### src/rtl/spi_master_queue_pkg.sv
// Shared definitions for the SPI byte-queue front end: byte width and FSM state encoding.
package spi_master_queue_pkg;

    localparam int SPI_BYTE_W = 8;

    typedef enum logic {
        ST_IDLE = 1'b0,
        ST_WAIT = 1'b1
    } state_t;

endpackage

### src/rtl/spi_sync_fifo.sv
// Single-clock FIFO with wrapping pointers and an occupancy counter; head is read straight from memory.
module spi_sync_fifo
    import spi_master_queue_pkg::*;
#(
    parameter int WIDTH = SPI_BYTE_W,
    parameter int DEPTH = 8,
    localparam int AW = $clog2(DEPTH)
) (
    input  logic             clk,
    input  logic             rst_n,
    input  logic             push,
    input  logic [WIDTH-1:0] din,
    output logic             full,
    input  logic             pop,
    output logic [WIDTH-1:0] dout,
    output logic             empty,
    output logic [AW:0]      level
);

    logic [WIDTH-1:0] mem [DEPTH];
    logic [AW-1:0]    wr_ptr;
    logic [AW-1:0]    rd_ptr;
    logic             do_push;
    logic             do_pop;

    assign empty   = (level == '0);
    assign full    = (level == (AW+1)'(DEPTH));
    assign do_pop  = pop & ~empty;
    // A pop on a full FIFO frees the slot the same-cycle push lands in.
    assign do_push = push & (~full | do_pop);
    assign dout    = mem[rd_ptr];

    always_ff @(posedge clk) begin
        if (do_push) begin
            mem[wr_ptr] <= din;
        end
    end

    always_ff @(posedge clk or negedge rst_n) begin
        if (!rst_n) begin
            wr_ptr <= '0;
            rd_ptr <= '0;
            level  <= '0;
        end else begin
            if (do_push) begin
                wr_ptr <= wr_ptr + AW'(1);
            end
            if (do_pop) begin
                rd_ptr <= rd_ptr + AW'(1);
            end
            case ({do_push, do_pop})
                2'b10:   level <= level + (AW+1)'(1);
                2'b01:   level <= level - (AW+1)'(1);
                default: level <= level;
            endcase
        end
    end

endmodule

### src/rtl/spi_master_queue.sv
// Byte-stream front end for the SPI master: TX FIFO feeds one start pulse per byte, replies land in an RX FIFO.
module spi_master_queue
    import spi_master_queue_pkg::*;
#(
    parameter int DEPTH   = 8,
    parameter int TIMEOUT = 64,
    localparam int AW = $clog2(DEPTH)
) (
    input  logic                  clk,
    input  logic                  rst_n,
    input  logic                  enable,
    input  logic                  tx_valid,
    input  logic [SPI_BYTE_W-1:0] tx_data,
    output logic                  tx_ready,
    output logic                  rx_valid,
    output logic [SPI_BYTE_W-1:0] rx_data,
    input  logic                  rx_ready,
    output logic [AW:0]           tx_level,
    output logic [AW:0]           rx_level,
    output logic                  busy,
    output logic                  timeout_err,
    output logic                  m_start,
    output logic [SPI_BYTE_W-1:0] m_data_in,
    input  logic [SPI_BYTE_W-1:0] m_data_out,
    input  logic                  m_done
);

    localparam int CW = $clog2(TIMEOUT);

    state_t                  state;
    logic [CW-1:0]           to_cnt;
    logic                    tx_full;
    logic                    tx_empty;
    logic                    rx_full;
    logic                    rx_empty;
    logic [SPI_BYTE_W-1:0]   tx_head;
    logic                    launch;
    logic                    rx_push;

    // RX space is checked at launch; with one transfer in flight the reply always fits.
    assign launch   = (state == ST_IDLE) & enable & ~tx_empty & ~rx_full;
    assign rx_push  = (state == ST_WAIT) & m_done;
    assign tx_ready = ~tx_full;
    assign rx_valid = ~rx_empty;
    assign busy     = (state == ST_WAIT);

    spi_sync_fifo #(.WIDTH(SPI_BYTE_W), .DEPTH(DEPTH)) u_tx_fifo (
        .clk   (clk),
        .rst_n (rst_n),
        .push  (tx_valid),
        .din   (tx_data),
        .full  (tx_full),
        .pop   (launch),
        .dout  (tx_head),
        .empty (tx_empty),
        .level (tx_level)
    );

    spi_sync_fifo #(.WIDTH(SPI_BYTE_W), .DEPTH(DEPTH)) u_rx_fifo (
        .clk   (clk),
        .rst_n (rst_n),
        .push  (rx_push),
        .din   (m_data_out),
        .full  (rx_full),
        .pop   (rx_ready),
        .dout  (rx_data),
        .empty (rx_empty),
        .level (rx_level)
    );

    always_ff @(posedge clk or negedge rst_n) begin
        if (!rst_n) begin
            state       <= ST_IDLE;
            to_cnt      <= '0;
            m_start     <= 1'b0;
            m_data_in   <= '0;
            timeout_err <= 1'b0;
        end else begin
            m_start     <= 1'b0;
            timeout_err <= 1'b0;
            case (state)
                ST_IDLE: begin
                    if (launch) begin
                        m_start   <= 1'b1;
                        m_data_in <= tx_head;
                        to_cnt    <= '0;
                        state     <= ST_WAIT;
                    end
                end
                ST_WAIT: begin
                    if (m_done) begin
                        state <= ST_IDLE;
                    end else if (to_cnt == CW'(TIMEOUT - 1)) begin
                        // Master never answered: drop the byte and free the queue.
                        timeout_err <= 1'b1;
                        state       <= ST_IDLE;
                    end else begin
                        to_cnt <= to_cnt + CW'(1);
                    end
                end
                default: state <= ST_IDLE;
            endcase
        end
    end

endmodule

### config.mk
export PLATFORM = sky130hd
export DESIGN_NAME = spi_master_queue
export DESIGN_NICKNAME = d
export VERILOG_FILES = /design/src/rtl/spi_master_queue_pkg.sv /design/src/rtl/spi_sync_fifo.sv /design/src/rtl/spi_master_queue.sv
export SDC_FILE = /design/constraint.sdc
export NUM_CORES = 1
export LEC_CHECK = 0
export ABC_CLOCK_PERIOD_IN_PS = 3600
export CAP_MARGIN = 20
export CORE_ASPECT_RATIO = 1.1
export CORE_MARGIN = 5
export CORE_UTILIZATION = 30
export DETAILED_ROUTE_END_ITERATION = 16
export GPL_TIMING_DRIVEN = 0
export PLACE_DENSITY = 0.53
export SLEW_MARGIN = 25
export SYNTH_ARGS = -nofsm -noshare
export SYNTH_HDL_FRONTEND = slang
export SYNTH_SLANG_ARGS = --single-unit
### constraint.sdc
create_clock -name clk -period 3.6 [get_ports clk]
set_input_delay 0.72 -clock clk [delete_from_list [all_inputs] [get_ports clk]]
set_output_delay 0.72 -clock clk [all_outputs]
set_load 0.01 [all_outputs]
* After elaboration in Yosys (flattened, before gate mapping)
Memories as Yosys holds them, arrays and structs flattened. A register that Yosys moved wholly into a read port is not among the register bits.
Index checks and enable logic that the tools add are counted.
** Cells by class
- Bitwise gates (word level) :: 15
- Multiply operators :: 0
- Shifts and indexed selects :: 0
- Equal/unequal tests :: 10
- $add $sub $neg :: 9
- Div/mod/pow operators :: 0
- Reduce and logical (&&, ||, !) cells :: 7
- Order comparisons :: 0
- Mux-type cells :: 18
** Operators with widths (number)
- 2-to-1 mux 6 bit :: 3
- case mux 4 bit (2 select lines) :: 2
- adder 3 x 1 -> 3 bit (second input constant) :: 4
- case mux 6 bit (2 select lines) :: 1
- 2-to-1 mux 1 bit :: 11
- adder 4 x 1 -> 4 bit (second input constant) :: 2
- AND 1 bit :: 8
- equality test 4 bit (second input constant) :: 2
- zero test 4 bit :: 2
- subtractor 4 x 1 -> 4 bit (second input constant) :: 2
- adder 6 x 1 -> 6 bit (second input constant) :: 1
- equality test 6 bit (second input constant) :: 1
- NOT 1 bit :: 5
- equality test 2 x 1 -> 1 bit (second input constant) :: 2
- equality test 2 bit (second input constant) :: 2
- inequality test 2 bit (second input constant) :: 2
- nonzero test 2 bit :: 2
- AND reduction 3 bit :: 1
- inequality test 2 x 1 -> 1 bit (second input constant) :: 1
- OR 1 bit :: 2
- case mux 1 bit (2 select lines) :: 1
- AND reduction 2 bit :: 1
- zero test 1 bit :: 1
** Storage, ports and cells
- Memory bits (read-only) :: 0
- Memories :: 2
- Bits in latches :: 0
- Register bits after elaboration :: 29
- Bits of input ports :: 22
- Memory bits (writable) :: 128
** Memories
- u_rx_fifo.mem :: words 8, bits a word 8, read ports 1, clocked after memory_dff 0, write ports 1, line spi_sync_fifo.sv:20 : logic [WIDTH-1:0] mem [DEPTH];
- u_tx_fifo.mem :: words 8, bits a word 8, read ports 1, clocked after memory_dff 1, write ports 1, line spi_sync_fifo.sv:20

* Logic depth before layout (Yosys ltp)
Gate-level depths: netlist of the first run.
- Depth in word-level cells :: 9
- Mapped depth :: 12

* By module
A second synthesis of the first run with hierarchy kept.
** Second synthesis, totals
- Cell total of the unflattened synthesis :: 394
- Area, all modules :: 7126.8 um^2
** Modules (own cells, without submodules)
- spi_sync_fifo :: instances 2, seq. area each 2172.1 um^2, cells an instance 164, area an instance 3155.5 um^2
- spi_master_queue :: instances 1, seq. area each 425.4 um^2, cells an instance 66, area an instance 815.8 um^2

* Least setup slack after synthesis of the first run
OpenSTA, ideal clock, no wires.
- Path type :: input-to-reg
- From :: input enable
- To :: memory u_tx_fifo.mem[2][0] in the netlist's numbering, enable pin
- Setup slack :: 1.022 ns
- Arrival time :: 2.180 ns
- Stages on the path :: 5
- Setup time :: 0.398 ns
- Cells stage by stage :: nand2b_1 a21oi_1 o21ai_1 buf_2 nor4b_1
** Between the ends
- Longest elaborated chain between the ends :: 8
** Ends and longest elaborated chain
- from (decl) :: line spi_master_queue.sv:11 : input logic enable,
- AND 1 bit (3 in series) :: line spi_master_queue.sv:41 : assign launch = (state == ST_IDLE) & enable & ~tx_empty & ~rx_full;
- AND 1 bit :: line spi_sync_fifo.sv:28 : assign do_pop = pop & ~empty;
- OR 1 bit :: line spi_sync_fifo.sv:30 : assign do_push = push & (~full | do_pop);
- AND 1 bit :: line spi_sync_fifo.sv:30
- 2-to-1 mux 1 bit :: line spi_sync_fifo.sv:34 : if (do_push) begin
- 2-to-1 mux 1 bit (implied by the code) :: line spi_sync_fifo.sv:35 : mem[wr_ptr] <= din;
- to (decl) :: line spi_sync_fifo.sv:20
No other way between the ends.

* Worst setup path after layout of the first run
- From :: register u_rx_fifo.rd_ptr[0]
- To :: output rx_data[0]
** Between the ends
- Longest elaborated chain between the ends :: 1
** Ends and longest elaborated chain
- from (decl) :: line spi_sync_fifo.sv:22 : logic [AW-1:0] rd_ptr;
- from (signal assigned) :: line spi_sync_fifo.sv:49 : rd_ptr <= rd_ptr + AW'(1);
- memory (8 x 8 bit)
- to (decl) :: line spi_master_queue.sv:16 : output logic [SPI_BYTE_W-1:0] rx_data,
No other way between the ends.

==> impl_results.rst, run 1 <==
.. list-table::
   :header-rows: 1

   * - Metric
     - Value
   * - Maximum clock insertion buffer count
     - 2
   * - Initial DRC count
     - 196
   * - Reg-to-reg startpoint
     - u_rx_fifo.level[0]$_DFFE_PN0P_
   * - Power dissipated by switching net loads
     - 2.15 mW
   * - Kind of start point of the critical path
     - register
   * - Global-route congestion overflow total
     - 0
   * - Fraction of power spent switching nets
     - 32.1%
   * - Setup violations, final
     - 0
   * - Leakage power summed over all cells
     - 2.90 nW
   * - Internal power
     - 4.54 mW
   * - Final HPWL DP
     - 8.89 mm
   * - Count of final hold-check violations
     - 0
   * - Leading cell types by total area after synthesis
     - sky130_fd_sc_hd__edfxtp_1 (57%), sky130_fd_sc_hd__dfrtp_1 (14%), sky130_fd_sc_hd__mux4_2 (11%)
   * - Count of antenna diodes in the layout
     - 0
   * - Max-cap violation count
     - 0
   * - Tot GR Track Use
     - 10.6%
   * - Number of resized instances in the post-cts repair step
     - 0
   * - # H-tree levels
     - 4
   * - Unrepaired setup endpoints after global routing
     - false
   * - Transition at the pin with the smallest max-transition slack
     - 1.02 ns
   * - TritonCTS Sinks
     - 165
   * - Warnings from Yosys
     - 0
   * - Top-Level Pins
     - 51
   * - Placement Rows
     - 57
   * - Result of the run
     - finished clean
   * - Net count of the mapped netlist
     - 411
   * - Pins over their slew limit
     - 0
   * - CTS Root Buffer Type
     - sky130_fd_sc_hd__clkbuf_16
   * - Peak supply drop
     - 0.000308 V
   * - Most common library cells after synthesis
     - sky130_fd_sc_hd__edfxtp_1 (128), sky130_fd_sc_hd__dfrtp_1 (37), sky130_fd_sc_hd__mux4_2 (32)
   * - Final wirelength
     - 12.8 mm
   * - Post-CTS setup-driven buffer insertion count
     - 0
   * - Initial antenna violation count
     - 0
   * - # placed instances
     - 729
   * - Top cell type's share of synthesized area
     - 57.1%
   * - Largest area contributor in the netlist
     - sky130_fd_sc_hd__edfxtp_1
   * - Path class of the lowest-slack min-delay path
     - in2async
   * - Routed via count
     - 3434
   * - Number of iterations in the first detailed-routing pass
     - 4
   * - Width of the die
     - 153 um
   * - Maximum number of pins on one net before global-route repair
     - 21
   * - Maximum net fanout on the critical path
     - 10
   * - Critical path data required time
     - 2.88 ns
   * - Power share of the clock group
     - 26.8%
   * - Area of the die
     - 25500 sq um
   * - Hold bufs inserted after CTS
     - 0
   * - Combinational group share of total power
     - 33.5%
   * - Number of standard cells in the layout, taps in and fillers out
     - 760
   * - Vertical die dimension
     - 167 um
   * - EDFF count, synth
     - 128
   * - Data arrival at the endpoint of the critical path
     - 2.67 ns
   * - Number of instances in the synthesized netlist
     - 377
   * - Average vias per placed instance
     - 4.52
   * - Main flop type after synthesis
     - sky130_fd_sc_hd__edfxtp_1
   * - Via count of the first global-routing pass
     - 3720
   * - TritonCTS clock tree
     - yes
   * - Final worst hold slack
     - 0.242 ns
   * - Area growth syn-to-layout
     - 23.5%
   * - Remaining antenna violation count after routing
     - 0
   * - Type of destination of the critical path
     - primary output
   * - Setup WS post-layout
     - 0.212 ns
   * - Residual DRC
     - 0
   * - Most frequent cell after synthesis
     - sky130_fd_sc_hd__edfxtp_1
   * - Total power
     - 6.68 mW
   * - Fill cell count
     - 2088
   * - Clock buffers created by TritonCTS
     - 17
   * - Skew-Pair Late Insertion Delay
     - 0.43 ns
   * - Post-route fraction of the period consumed by the critical path
     - 94.1%
   * - Power Dens Cells
     - 805 nW/um^2
   * - Critical Path Source
     - u_rx_fifo.rd_ptr[0]$_DFFE_PN0P_
   * - Average footprint of a synthesized cell
     - 17.8 sq um
   * - Placement-stage worst setup slack
     - 0.288 ns
   * - Area of the placeable core
     - 22100 sq um
   * - Layout cells sized above 1
     - 24.5%
   * - Slew Limit Headroom
     - 31.6%
   * - Fmax
     - 295 MHz
   * - Seq cells post-synth
     - 165
   * - Synthesized cell area
     - 6730 sq um
   * - Time the worst path needs with I/O delays and setup
     - 3.39 ns
   * - Count of cell types in the netlist
     - 40
   * - Wire length of the first global-routing pass
     - 20.7 mm
   * - Clock transition time at the flip-flop clock pins of the worst setup and hold paths
     - 0.07 ns
   * - Wire per inst
     - 16.8 um
   * - Total Negative Setup Slacks
     - 0 ns
   * - Number of I/O port buffers
     - 50
   * - Fraction of power consumed by sequential logic
     - 39.8%
   * - Initial Util
     - 30.4%
   * - Start-to-end type of the worst setup path
     - reg2out
   * - Post-synthesis async set-or-reset flop share
     - 22.4%
   * - Worst-case clock skew
     - 0.0149 ns
   * - Net count, final
     - 486
   * - RePlAce Congestion
     - 0.719
   * - Fraction of the yosys area taken by sequential cells
     - 70.9%
## placed cells by master, fill, tap and decap left out, types with 5 or more instances in the layout
master	instances
sky130_fd_sc_hd__nand2_1	21
sky130_fd_sc_hd__xnor2_1	9
sky130_fd_sc_hd__inv_6	5
sky130_fd_sc_hd__edfxtp_1	128
sky130_fd_sc_hd__clkbuf_16	17
sky130_fd_sc_hd__o211ai_1	5
sky130_fd_sc_hd__mux4_2	32
sky130_fd_sc_hd__ha_1	11
sky130_fd_sc_hd__buf_2	14
sky130_fd_sc_hd__clkdlybuf4s50_1	49
sky130_fd_sc_hd__xor2_1	7
sky130_fd_sc_hd__buf_1	5
sky130_fd_sc_hd__o21ai_0	10
sky130_fd_sc_hd__mux2i_1	10
sky130_fd_sc_hd__nand3_1	8
sky130_fd_sc_hd__nor3_2	5
sky130_fd_sc_hd__dfrtp_1	37
sky130_fd_sc_hd__clkinv_8	5
sky130_fd_sc_hd__nand2b_1	6
sky130_fd_sc_hd__nand3b_1	7
sky130_fd_sc_hd__mux2_2	11
sky130_fd_sc_hd__nor2_1	11
sky130_fd_sc_hd__inv_1	10
## registers in the layout, summed over array words and instances (netlist names)
| register | flops |
|---|---|
| u_rx_fifo.mem | 64 |
| u_tx_fifo.mem | 64 |
| m_data_in | 8 |
| to_cnt | 6 |
| u_rx_fifo.level | 4 |
| u_tx_fifo.level | 4 |
| u_rx_fifo.rd_ptr | 3 |
| u_rx_fifo.wr_ptr | 3 |
| u_tx_fifo.rd_ptr | 3 |
| u_tx_fifo.wr_ptr | 3 |
| busy | 1 |
| m_start | 1 |
| timeout_err | 1 |
## layout make-up
class | instances | area [sq um] | area share, %
Multi-Input combinational cell | 182 | 1870 | 22.6
Buffer | 19 | 98.8 | 1.19
Timing Repair Buffer | 57 | 556 | 6.69
Sequential cell | 165 | 4770 | 57.4
Clock inverter | 15 | 175 | 2.11
Clock buffer | 17 | 425 | 5.12
Inverter | 10 | 37.5 | 0.452
Tap cell | 295 | 369 | 4.44
## layer usage
metal,global-route usage (%),share of wire (%),up-vias
met2,19.4,55,53
met1,11.8,41,1757
met3,2.70,2.9,11
met4,4.11,1.4,0
li1,-,-,1613
met5,0,0,-
## metrics by stage
| stage | utilization, % | area, sq um |
|---|---|---|
| 2_1_floorplan | - | 6730 |
| 4_1_cts | 37.6 | 8310 |
| 6_report | 37.6 | 8310 |
| 5_1_grt | 37.6 | 8310 |
| 3_5_place_dp | 34.9 | 7710 |
| 3_3_place_gp | 34.4 | 7600 |
## power groups by stage
stage / combinational [mW] / clock (mW) / sequential (mW)
final: 2.24 / 1.79 / 2.66
after global routing: 2.48 / 1.92 / 2.70
after CTS: 2.31 / 1.83 / 2.67
after detailed placement: 2.32 / 0 / 2.71
after global placement: 2.23 / 0 / 2.68
after floorplan: 1.44 / 0 / 2.68
## final timing paths
kind / slack [ns] / depth (start not counted) / to
hold reg to reg: 0.48 / 2 / m_data_in[5]$_DFFE_PN0P_
setup / recovery: 0.21 / 5 / rx_data[0]
max in group asynchronous: 2.87 / 2 / m_data_in[5]$_DFFE_PN0P_
setup reg to reg: 0.77 / 11 / u_tx_fifo.level[2]$_DFFE_PN0P_
hold / removal: 0.24 / 1 / u_tx_fifo.level[1]$_DFFE_PN0P_
min in group clk: 0.48 / 2 / m_data_in[5]$_DFFE_PN0P_
## critical path, stage by stage, from the launching register on
cell and delay, ns:
sky130_fd_sc_hd__dfrtp_1 0.35, sky130_fd_sc_hd__buf_2 0.29, sky130_fd_sc_hd__buf_4 0.31, sky130_fd_sc_hd__mux4_2 0.52, sky130_fd_sc_hd__mux2_2 0.30, sky130_fd_sc_hd__clkdlybuf4s50_1 0.48
## cell families (layout without fill, tap and decap cells)
| group | count (synthesis) | in the layout | share of synthesized area, % |
|---|---|---|---|
| flops | 165 | 165 | 70.9 |
| xor+xnor | 16 | 16 | 2.08 |
| fa+ha+maj | 12 | 12 | 2.34 |
| mux | 54 | 54 | 14.3 |
| compound gates | 26 | 26 | 2.45 |
| simple gates | 74 | 74 | 5.88 |
| buf+inv | 30 | 118 | 2.08 |
Power figures use the tool's default switching activity.
==> run 2: changes to the inputs <==
Settings changed: HOLD_SLACK_MARGIN set to 0.12.
==> results of run 2 <==
Final layout, timing and power as in run 1 (identical DEF).
==> run 3: changes to the inputs <==
Settings changed: SLEW_MARGIN 25 to 20.
==> impl_results.rst, run 3 (same netlist as run 1, synthesis figures left out) <==
.. list-table::
   :header-rows: 1

   * - Metric
     - Value
   * - Clock transition time at the flip-flop clock pins of the worst setup and hold paths
     - 0.07 ns (about the same)
   * - Data arrival at the endpoint of the critical path
     - 2.66 ns (about the same)
   * - Total Negative Setup Slacks
     - 0 ns (unchanged)
   * - Initial antenna violation count
     - 0 (unchanged)
   * - CTS Root Buffer Type
     - sky130_fd_sc_hd__clkbuf_16
   * - Start-to-end type of the worst setup path
     - reg2out
   * - TritonCTS Sinks
     - 165 (unchanged)
   * - Post-CTS setup-driven buffer insertion count
     - 0 (unchanged)
   * - Final worst hold slack
     - 0.251 ns (+0.00903 ns)
   * - Placed Instance Area
     - 7710 sq um (unchanged)
   * - Global-route layer with the greatest usage
     - met2
   * - Fmax
     - 295 MHz (about the same)
   * - Unrepaired setup endpoints after global routing
     - false
   * - Result of the run
     - finished clean
   * - Wire per inst
     - 16.9 um (+0.36%)
   * - Leading cell type in the layout, fill and taps excluded
     - sky130_fd_sc_hd__edfxtp_1
   * - Combinational group share of total power
     - 33.4% (about the same)
   * - Via count of the first global-routing pass
     - 3746 (+0.70%)
   * - Maximum clock insertion buffer count
     - 2 (unchanged)
   * - Time the worst path needs with I/O delays and setup
     - 3.38 ns (-0.00319 ns)
   * - Final HPWL DP
     - 8.93 mm (+0.39%)
   * - Fraction of power consumed by sequential logic
     - 39.8% (about the same)
   * - Crit path cell chain
     - buf_2 -> buf_4 -> mux4_2 -> mux2_2 -> clkdlybuf4s50_1
   * - Max-cap violation count
     - 0 (unchanged)
   * - Top-Level Pins
     - 51 (unchanged)
   * - Peak supply drop
     - 0.000309 V (+0.36%)
   * - Critical Path Max Stage Delay
     - 0.53 ns (about the same)
   * - Tot GR Track Use
     - 10.7% (+0.065 points)
   * - Crit Reg-Reg Endpoint
     - u_tx_fifo.level[2]$_DFFE_PN0P_
   * - Initial Util
     - 30.4% (unchanged)
   * - Final non-filler cell area
     - 8300 sq um (about the same)
   * - Wire length of the first global-routing pass
     - 20.9 mm (+0.83%)
   * - Initial DRC count
     - 207 (+5.6%)
   * - Grt met3 use
     - 2.93% (+0.23 points)
   * - Area of all sequential standard cells
     - 4770 sq um (unchanged)
   * - Buf+Inv Stages, Crit Path
     - 3 (unchanged)
   * - # H-tree levels
     - 4 (unchanged)
   * - Fill cell count
     - 2110 (+1.1%)
   * - Maximum net fanout on the critical path
     - 10 (unchanged)
   * - Flop-to-flop setup slack
     - 0.77 ns (about the same)
   * - # placed instances
     - 729 (unchanged)
   * - Placement-stage worst setup slack
     - 0.265 ns (-0.0223 ns)
   * - Internal power
     - 4.54 mW (about the same)
   * - Kind of start point of the critical path
     - register
   * - Power Dens Cells
     - 806 nW/um^2 (+0.14%)
   * - Number of iterations in the first detailed-routing pass
     - 4 (unchanged)
   * - Number of I/O port buffers
     - 50 (unchanged)
   * - Clock buffers created by TritonCTS
     - 17 (unchanged)
   * - Footprint of the multi-input gates
     - 1870 sq um (unchanged)
   * - Area growth syn-to-layout
     - 23.4% (about the same)
   * - Skew-Pair Late Insertion Delay
     - 0.42 ns (about the same)
   * - Power dissipated by switching net loads
     - 2.15 mW (+0.15%)
   * - Standard cell with the maximum stage delay on the critical path
     - sky130_fd_sc_hd__mux4_2
   * - Area of the die
     - 25500 sq um (unchanged)
   * - Number of resized instances in the post-cts repair step
     - 0 (unchanged)
   * - Largest registers
     - u_rx_fifo.mem (64), u_tx_fifo.mem (64), m_data_in (8)
   * - Vertical die dimension
     - 167 um (unchanged)
   * - Routed via count
     - 3453 (+0.55%)
   * - Global Route met2 Usage
     - 19.6% (+0.15 points)
   * - Setup WS post-layout
     - 0.215 ns (+0.00319 ns)
   * - Setup violations, final
     - 0 (unchanged)
   * - RePlAce Congestion
     - 0.719 (unchanged)
   * - Most frequent cells in the layout
     - sky130_fd_sc_hd__edfxtp_1 (128), sky130_fd_sc_hd__clkdlybuf4s50_1 (49), sky130_fd_sc_hd__dfrtp_1 (37), sky130_fd_sc_hd__mux4_2 (32), sky130_fd_sc_hd__nand2_1 (21)
   * - Average vias per placed instance
     - 4.54 (+0.55%)
   * - Slew Limit Headroom
     - 32.5% (+0.93 points)
   * - Reg-to-reg startpoint
     - u_rx_fifo.level[0]$_DFFE_PN0P_
   * - Path class of the lowest-slack min-delay path
     - in2async
   * - Global-route congestion overflow total
     - 0 (unchanged)
   * - Worst-case clock skew
     - 0.0115 ns (-0.00339 ns)
   * - Hold bufs inserted after CTS
     - 0 (unchanged)
   * - Post-route fraction of the period consumed by the critical path
     - 94.0% (about the same)
   * - Critical path data required time
     - 2.88 ns (about the same)
   * - Reg2reg path depth
     - 11 (unchanged)
   * - Maximum number of pins on one net before global-route repair
     - 21 (unchanged)
   * - Leakage power summed over all cells
     - 2.90 nW (about the same)
   * - Final wirelength
     - 12.8 mm (+0.36%)
   * - TritonCTS clock tree
     - yes
   * - Width of the die
     - 153 um (unchanged)
   * - Transition at the pin with the smallest max-transition slack
     - 1.01 ns (-0.0138 ns)
   * - Global routing usage on met1
     - 11.9% (+0.11 points)
   * - Fraction of power spent switching nets
     - 32.1% (about the same)
   * - Power share of the clock group
     - 26.8% (about the same)
   * - Remaining antenna violation count after routing
     - 0 (unchanged)
   * - Cell family with the largest share of critical-path delay
     - buffers and inverters
   * - Number of standard cells in the layout, taps in and fillers out
     - 760 (unchanged)
   * - Area of the placeable core
     - 22100 sq um (unchanged)
   * - Count of antenna diodes in the layout
     - 0 (unchanged)
   * - Layout cells sized above 1
     - 24.5% (unchanged)
   * - Net count, final
     - 486 (unchanged)
   * - Count of final hold-check violations
     - 0 (unchanged)
   * - Placement Rows
     - 57 (unchanged)
   * - Residual DRC
     - 0 (unchanged)
   * - Type of destination of the critical path
     - primary output
   * - Pins over their slew limit
     - 0 (unchanged)
## run 3: worst max path at each step
stage,from,end,slack (ns),cells past startpoint
after CTS,u_rx_fifo.rd_ptr[0]$_DFFE_PN0P_,rx_data[5],0.10,5
after global placement,enable,u_tx_fifo.mem[2][2]$_DFFE_PP_,-0.29,6
final,u_rx_fifo.rd_ptr[0]$_DFFE_PN0P_,rx_data[5],0.22,5
after detailed placement,rx_ready,u_rx_fifo.mem[7][2]$_DFFE_PP_,0.27,5
after floorplan,enable,u_tx_fifo.mem[2][0]$_DFFE_PP_,1.02,5
after global routing,u_rx_fifo.rd_ptr[0]$_DFFE_PN0P_,rx_data[0],0.003,5
## run 3: per-layer routing
| metal | up-vias | share of wire (%) | wire length, um |
|---|---|---|---|
| met4 | 0 | 1.2 | 150 |
| li1 | 1619 | - | - |
| met5 | - | 0 | 0 |
| met2 | 57 | 55 | 7030 |
| met3 | 13 | 2.9 | 367 |
| met1 | 1764 | 41 | 5290 |
## run 3: worst register-to-register path, cell delays in order (launching register included)
cell and delay, ns:
sky130_fd_sc_hd__dfrtp_1 0.46, sky130_fd_sc_hd__nor3_1 0.41, sky130_fd_sc_hd__a21oi_1 0.20, sky130_fd_sc_hd__o21ai_1 0.22, sky130_fd_sc_hd__buf_2 0.33, sky130_fd_sc_hd__ha_1 0.32
sky130_fd_sc_hd__xor2_1 0.10, sky130_fd_sc_hd__ha_1 0.18, sky130_fd_sc_hd__a21oi_1 0.15, sky130_fd_sc_hd__xor2_1 0.16, sky130_fd_sc_hd__nor2_1 0.06, sky130_fd_sc_hd__xor2_1 0.14
## run 3: per-stage QoR
stage               power [mW]  util [%]
floorplan                 4.12         -
global placement          4.91      34.4
detailed placement        5.02      34.9
CTS                       6.83      37.6
global route              7.12      37.6
finish                    6.69      37.6
## run 3: cell type report
cell class                      count  share of cell area [%]
Buffer                             19                    1.19
Clock buffer                       17                    5.12
Clock inverter                     15                    2.08
Inverter                           10                   0.452
Multi-Input combinational cell    182                    22.6
Sequential cell                   165                    57.4
Tap cell                          295                    4.45
Timing Repair Buffer               57                    6.69
## run 3: power groups by stage
stage	Combinational (mW)	Sequential [mW]	Clock, mW
3_3_place_gp	2.23	2.68	0
2_1_floorplan	1.44	2.68	0
5_1_grt	2.48	2.71	1.93
3_5_place_dp	2.31	2.71	0
6_report	2.24	2.66	1.80
4_1_cts	2.31	2.67	1.85
